<file path="src/rtl/traffic_phase_fsm.sv">
// traffic_phase_fsm: six-phase intersection sequencer with one-second prescaler, per-phase seconds timer and pedestrian request latch.
// Ports: clk (rising edge), reset (async, active-low), ped_btn (debounced button level, clk-synchronous),
//        ns_light/ew_light (one-hot {red,yellow,green}), walk (walk lamp), ped_pending (latched unserved request).
// Build option: define PED_SHORTEN_EN to let a pending request end NS green once T_MIN_GREEN ticks have elapsed.
module traffic_phase_fsm #(
  parameter int unsigned TICK_DIV    = 50000000,
  parameter int unsigned T_GREEN     = 10,
  parameter int unsigned T_MIN_GREEN = 4,
  parameter int unsigned T_YELLOW    = 3,
  parameter int unsigned T_ALLRED    = 1
) (
  input  logic       clk,
  input  logic       reset,
  input  logic       ped_btn,
  output logic [2:0] ns_light,
  output logic [2:0] ew_light,
  output logic       walk,
  output logic       ped_pending
);
  localparam int unsigned PW = $clog2(TICK_DIV);
  localparam logic [PW-1:0] PMAX = PW'(TICK_DIV - 1);
  localparam logic [8:0] GRN = 9'(T_GREEN);
  localparam logic [8:0] YEL = 9'(T_YELLOW);
  localparam logic [8:0] RED = 9'(T_ALLRED);
`ifdef PED_SHORTEN_EN
  localparam logic [8:0] MIN = 9'(T_MIN_GREEN);
`endif
  localparam logic [2:0] NS_G = 3'd0;
  localparam logic [2:0] NS_Y = 3'd1;
  localparam logic [2:0] RED_A = 3'd2;
  localparam logic [2:0] EW_G = 3'd3;
  localparam logic [2:0] EW_Y = 3'd4;
  localparam logic [2:0] RED_B = 3'd5;
  if (TICK_DIV < 2 || T_GREEN < 1 || T_YELLOW < 1 || T_ALLRED < 1 ||
      T_MIN_GREEN < 1 || T_MIN_GREEN > T_GREEN) begin : g_bad_cfg
    $error("traffic_phase_fsm: illegal timing parameters");
  end
  logic [2:0] state_q, state_d, nxt;
  logic [PW-1:0] pre_q, pre_d;
  logic [7:0] sec_q, sec_d;
  logic [8:0] sec_nx, dur;
  logic ped_q, pend_q, pend_d, served_q, served_d, def_q, def_d;
  logic tick, early, done, rise, enter, svc;
  always_comb begin
    tick = pre_q == PMAX;
    // one wider than the counter so the compare still works at saturation
    sec_nx = {1'b0, sec_q} + 9'd1;
    dur = (state_q == NS_G || state_q == EW_G) ? GRN :
          (state_q == NS_Y || state_q == EW_Y) ? YEL : RED;
`ifdef PED_SHORTEN_EN
    early = tick & (state_q == NS_G) & pend_q & (sec_nx >= MIN);
`else
    early = 1'b0;
`endif
    done = (tick & (sec_nx >= dur)) | early;
    nxt = (state_q >= RED_B) ? NS_G : state_q + 3'd1;
    state_d = done ? nxt : state_q;
    pre_d = (done | tick) ? '0 : pre_q + 1'b1;
    sec_d = done ? '0 : tick ? (&sec_q ? sec_q : sec_nx[7:0]) : sec_q;
    rise = ped_btn & ~ped_q;
    enter = done & (state_q == RED_A);
    // an edge coinciding with the entry clear keeps the request, which is then served one cycle later
    svc = enter | def_q;
    def_d = enter & rise;
    pend_d = rise | (pend_q & ~svc);
    served_d = svc ? pend_q : served_q;
  end
  always_ff @(posedge clk or negedge reset) begin
    if (!reset) begin
      state_q <= NS_G;
      pre_q <= '0;
      sec_q <= '0;
      ped_q <= 1'b1;
      pend_q <= 1'b0;
      served_q <= 1'b0;
      def_q <= 1'b0;
    end else begin
      state_q <= state_d;
      pre_q <= pre_d;
      sec_q <= sec_d;
      ped_q <= ped_btn;
      pend_q <= pend_d;
      served_q <= served_d;
      def_q <= def_d;
    end
  end
  assign ns_light = (state_q == NS_G) ? 3'b001 : (state_q == NS_Y) ? 3'b010 : 3'b100;
  assign ew_light = (state_q == EW_G) ? 3'b001 : (state_q == EW_Y) ? 3'b010 : 3'b100;
  assign walk = served_q & (state_q == EW_G);
  assign ped_pending = pend_q;
endmodule
</file>
<file path="config.mk">
export PLATFORM = sky130hd
export DESIGN_NAME = traffic_phase_fsm
export DESIGN_NICKNAME = d
export VERILOG_FILES = /design/src/rtl/traffic_phase_fsm.sv
export SDC_FILE = /design/constraint.sdc
export NUM_CORES = 1
export LEC_CHECK = 0
export BUFFER_PORTS_ARGS = -buffer_cell sky130_fd_sc_hd__buf_2
export CELL_PAD_IN_SITES_DETAIL_PLACEMENT = 2
export CELL_PAD_IN_SITES_GLOBAL_PLACEMENT = 2
export CORE_UTILIZATION = 39
export DETAILED_ROUTE_END_ITERATION = 8
export PLACE_DENSITY = 0.89
export SYNTH_ARGS = -nofsm -noshare
export SYNTH_HDL_FRONTEND = slang
export SYNTH_SLANG_ARGS = --single-unit
</file>
<file path="constraint.sdc">
create_clock -name clk -period 3 [get_ports clk]
set_clock_uncertainty 0.05 [all_clocks]
set_input_delay 0.45 -clock clk [delete_from_list [all_inputs] [get_ports clk]]
set_output_delay 0.45 -clock clk [all_outputs]
set_load 0.02 [all_outputs]
</file>
=== After elaboration in Yosys (flattened, before gate mapping) ===
Index checks and enable logic that the tools add are counted.

* $mul: 0
* Shifts and indexed selects: 0
* $add $sub $neg: 3
* Reduce and logical (&&, ||, !) cells: 6
* Muxes and demuxes: 11
* Bitwise gates (word level): 11
* Divide/modulo/power cells: 0
* Order comparisons: 2
* Equal/unequal tests: 6

{| class="wikitable"
|+ Operator list
! cell !! count
|-
| adder 26 x 1 -> 26 bit, second input constant || 1
|-
| == test 26 bit, second input constant || 1
|-
| two-way mux 26 bit || 1
|-
| two-way mux 8 bit || 3
|-
| two-way mux 3 bit || 5
|-
| adder 8 x 1 -> 9 bit, second input constant || 1
|-
| greater-or-equal comparator 9 x 4 -> 1 bit || 1
|-
| AND reduction 8 bit || 1
|-
| AND 1 bit || 6
|-
| == test 3 x 2 -> 1 bit, second input constant || 2
|-
| two-way mux 4 bit || 1
|-
| adder 3 x 1 -> 3 bit, second input constant || 1
|-
| == test 3 x 1 -> 1 bit, second input constant || 1
|-
| == test 3 bit, second input constant || 1
|-
| greater-or-equal comparator 3 bit, second input constant || 1
|-
| logical NOT 3 bit || 1
|-
| bitwise OR 1 bit || 3
|-
| logical OR 1 bit || 2
|-
| two-way mux 2 bit || 1
|-
| != test 2 bit, second input constant || 1
|-
| inverter 1 bit || 2
|-
| AND reduction 2 bit || 1
|-
| nonzero test 2 bit || 1
|}

* Latch bits: 0
* Output and inout bits: 8
* Bits in writable memories: 0
* Memory bits (read-only): 0
* Bits in registers: 41
* Memories kept: 0

=== Logic depth before layout (Yosys ltp) ===
* Depth after elaboration: 11
* Mapped depth: 9

=== Worst setup path after synthesis ===
OpenSTA, ideal clock, no wires.

* Kind: register to register
* From: register sec_q[0]
* To: register pend_q (netlist: ped_pending)
* Period minus slack after synthesis: 2.426 ns
* Arrival time: 2.252 ns
* Path slack: 0.574 ns
* Library setup time: 0.124 ns
* Path buffers: 0
* Cell stages (with the launch flop): 9
* Cell sequence: dfrtp_1 -> ha_1 -> ha_1 -> inv_1 -> a221oi_1 -> o311ai_0 -> a21o_1 -> or3_4 -> a211o_1

* Longest elaborated chain between the ends: 8

{| class="wikitable"
|+ Ends and longest elaborated chain
! what !! RTL line !! RTL
|-
| start, declared || 40 || <nowiki>logic [7:0] sec_q, sec_d;</nowiki>
|-
| start signal, assigned || 72 || <nowiki>sec_q <= '0;</nowiki>
|-
| start signal, assigned || 80 || <nowiki>sec_q <= sec_d;</nowiki>
|-
| adder 8 x 1 -> 9 bit || 47 || <nowiki>sec_nx = {1'b0, sec_q} + 9'd1;</nowiki>
|-
| greater-or-equal comparator 9 x 4 -> 1 bit || 55 || <nowiki>done = (tick & (sec_nx >= dur)) | early;</nowiki>
|-
| AND 1 bit || 55 ||
|-
| AND 1 bit || 61 || <nowiki>enter = done & (state_q == RED_A);</nowiki>
|-
| bitwise OR 1 bit || 63 || <nowiki>svc = enter | def_q;</nowiki>
|-
| inverter 1 bit || 65 || <nowiki>pend_d = rise | (pend_q & ~svc);</nowiki>
|-
| AND 1 bit || 65 ||
|-
| bitwise OR 1 bit || 65 ||
|-
| net pend_d || 42 || <nowiki>logic ped_q, pend_q, pend_d, served_q, served_d, def_q, def_d;</nowiki>
|-
| end signal, assigned || 82 || <nowiki>pend_q <= pend_d;</nowiki>
|-
| end, declared || 42 ||
|}

The timed path passes the listed nets, and every way through them passes these cells.
A chain may end at the register's enable or synchronous reset.

=== Worst setup path after layout ===
Ends and elaborated chain as after synthesis.

==> metrics.md <==
| Metric | Value |
|---|---|
| Internal power | `720 uW` |
| Worst-Skew Late Latency | `0.29 ns` |
| LEAKAGE | `0.00107 uW` |
| Top cell type by total area after synthesis | `dfrtp_1` |
| Syn Area/Cell | `9.79 um2` |
| Synth area leaders | `dfrtp_1, xor2_1, ha_1, xnor2_1, nand2_1` |
| Initial antenna violation count | `0` |
| Switching power | `197 uW` |
| Width of the die | `75.3 um` |
| Wirelength, routed | `5380 um` |
| Net count after synthesis | `225` |
| I/O pins | `11` |
| Final Slew Violations | `0` |
| Least-Margin Pin Slew | `0.930 ns` |
| Largest net degree at the start of global routing | `42` |
| Die height | `75.3 um` |
| Routed via count | `1,662` |
| Pwr dens | `393 nW/um2` |
| Initial Utilization | `0.407` |
| Root buffer cell | `clkbuf_8` |
| TritonCTS sink count | `41` |
| 1st-iter DRT viols | `57` |
| Core Box Area | `5140 um2` |
| Sequential fraction of design power | `0.604` |
| Per-cell routed wire length | `17.7 um` |
| Top_reg_cell synth | `dfrtp_1` |
| Dpl hpwl | `3930 um` |
| Final hold violations | `0` |
| Clock share of power | `0.382` |
| Yosys top cell area share | `0.478` |
| Post-CTS setup buffers | `0` |
| Count leader, synth | `dfrtp_1` |
| Critical Path Fanout Max | `6` |
| FF-to-FF setup slack | `0.35 ns` |
| Crit path kind | `flop to flop` |
| Worst setup startpoint | `sec_q[0]$_DFFE_PN0P_` |
| RePlAce Congestion | `0.713` |
| RSZ-0062 raised after global routing | `no` |
| Post-place instance area | `2250 um2` |
| Post-synthesis async set-or-reset flop share | `1.00` |
| Synth warn | `0` |
| Tcrit/Tclk final | `0.884` |
| I/O Buffers | `10` |
| Critical R2R Launch | `sec_q[0]$_DFFE_PN0P_` |
| Non-filler cells, final | `304` |
| Worst Path Arrival | `2.79 ns` |
| Fmax | `377 MHz` |
| Endpoints failing setup | `0` |
| Power, Total | `917 uW` |
| Vias in the first global route | `1,876` |
| Cells after DPL | `296` |
| Drt first pass iters | `4` |
| Syn Inst Count | `214` |
| Post-synth EDFFs | `0` |
| Post-synth top cells | `dfrtp_1, nand2_1, nor2_1` |
| # Max-Cap Violations | `0` |
| Synthesized area | `2090 um2` |
| DRC Markers | `0` |
| Antenna-violating nets left | `0` |
| First-pass GRT wire length | `9090 um` |
| Dpl ws | `0.385 ns` |
| Site Rows | `26` |
| Critical Path Start Type | `flop` |
| Final worst slack | `0.347 ns` |
| Period minus WS final | `2.65 ns` |
| Critical Path RT | `3.14 ns` |
| Area Growth Syn to Fin | `11.4%` |
| Layout fillers | `593` |
| CTS buffer count | `5` |
| Post-DR vias/cell | `5.47` |
| CTS tree | `done` |
| Comb pwr share | `0.014` |
| Max VDD drop | `0.224 mV` |
| Source of the worst hold timing path | `ped_btn` |
| Sequential share of the synthesized area | `0.490` |
| Final instance area | `2330 um2` |
| Total GRT Usage | `0.220` |
| Die Area | `5670 um2` |
| Total grt overflow | `0` |
| HP Class | `primary input to flop` |
| Reg clk slew, reported paths | `0.08 ns` |
| Post_cts resized | `0` |
| H-Tree Level Count | `2` |
| Critical Path End Type | `flop` |
| Seq cells post-synth | `41` |
| Status | `completed` |
| Setup TNS | `0 ns` |
| Count of cell types in the netlist | `38` |
| NumNets Final | `244` |
| Cts hold-fix bufs | `0` |
| Clock buffer depth | `2` |
| Sw Share | `0.214` |
| Layout cells sized above 1 | `0.0983` |
| Antenna cell count | `0` |
| Worst slew margin | `0.380` |
## through the flow
| stage | hold slack, ns | util |
|---|---|---|
| finish | 0.213 | 0.454 |
| detailed placement | 0.432 | 0.438 |
| floorplan | 0.104 | - |
| CTS | 0.202 | 0.454 |
| global route | 0.200 | 0.454 |
| global placement | 0.413 | 0.438 |
## registers in the layout, indices dropped and copies added (netlist names)
register,cells
def_q,1
ped_pending,1
pre_q,26
served_q,1
ped_q,1
sec_q,8
state_q,3
## layer usage
metal,GRT usage,part of all wire
met1,0.255,0.43
met2,0.402,0.53
met3,0.0428,0.017
met4,0.0782,0.018
met5,0,0
## path summary, 6_finish.rpt
| kind | to | depth (start not counted) |
|---|---|---|
| worst max-delay path | ped_pending$_DFF_PN0_ | 8 |
| worst min-delay path | ped_q$_DFF_PN1_ | 1 |
| worst max register to register | ped_pending$_DFF_PN0_ | 8 |
| worst min register to register | pre_q[0]$_DFF_PN0_ | 1 |
| max in group asynchronous | pre_q[7]$_DFF_PN0_ | 1 |
| min in group asynchronous | pre_q[5]$_DFF_PN0_ | 1 |
## placed cells by master, fill, tap and decap left out, drive strengths merged, types with 3 or more instances in the layout
cell type,Yosys,final
a21oi,4,4
and2,7,7
and3,5,5
buf,1,14
clkbuf,1,8
dfrtp,40,40
ha,8,8
inv,10,10
nand2,20,20
nand2b,3,3
nand3,13,13
nand4,6,6
nor2,18,18
nor2b,7,7
nor3,5,5
nor3b,3,3
nor4,3,3
o21ai,16,16
or3,4,4
xnor2,10,10
xor2,14,14
## kinds of logic (layout without fill, tap and decap cells)
kind of cell,after synthesis,in the layout,share of synthesized area
AOI/OAI and AO/OA,30,30,0.0860
and+or+nand+nor,99,99,0.253
buffers and inverters,12,32,0.0221
xor gates and xnor gates,24,24,0.100
adders and majority gates,8,8,0.0478
DFF,41,41,0.490
## cell type report
class | instances | area (um2) | area share
timing repair buffer | 14 | 80.1 | 0.0343
clock buffer | 8 | 80.1 | 0.0343
inverter | 10 | 37.5 | 0.0161
tap | 70 | 87.6 | 0.0375
multi-input combinational | 161 | 1020 | 0.438
sequential | 41 | 1030 | 0.440
## power groups by stage
stage / Clock (uW) / Sequential, uW / Combinational (uW)
detailed placement: 0 / 564 / 13.5
global route: 385 / 554 / 15.1
CTS: 365 / 553 / 13.5
finish: 351 / 554 / 12.6
floorplan: 0 / 565 / 0.647
global placement: 0 / 564 / 13.3
## critical path, cell delays in order, from the launching register on
cell,delay [ns]
dfrtp_1,0.44
ha_1,0.35
ha_1,0.30
inv_1,0.05
a221oi_1,0.31
o311ai_0,0.20
a21o_1,0.21
or3_4,0.35
a211o_1,0.29
Power figures use the tool's default switching activity.
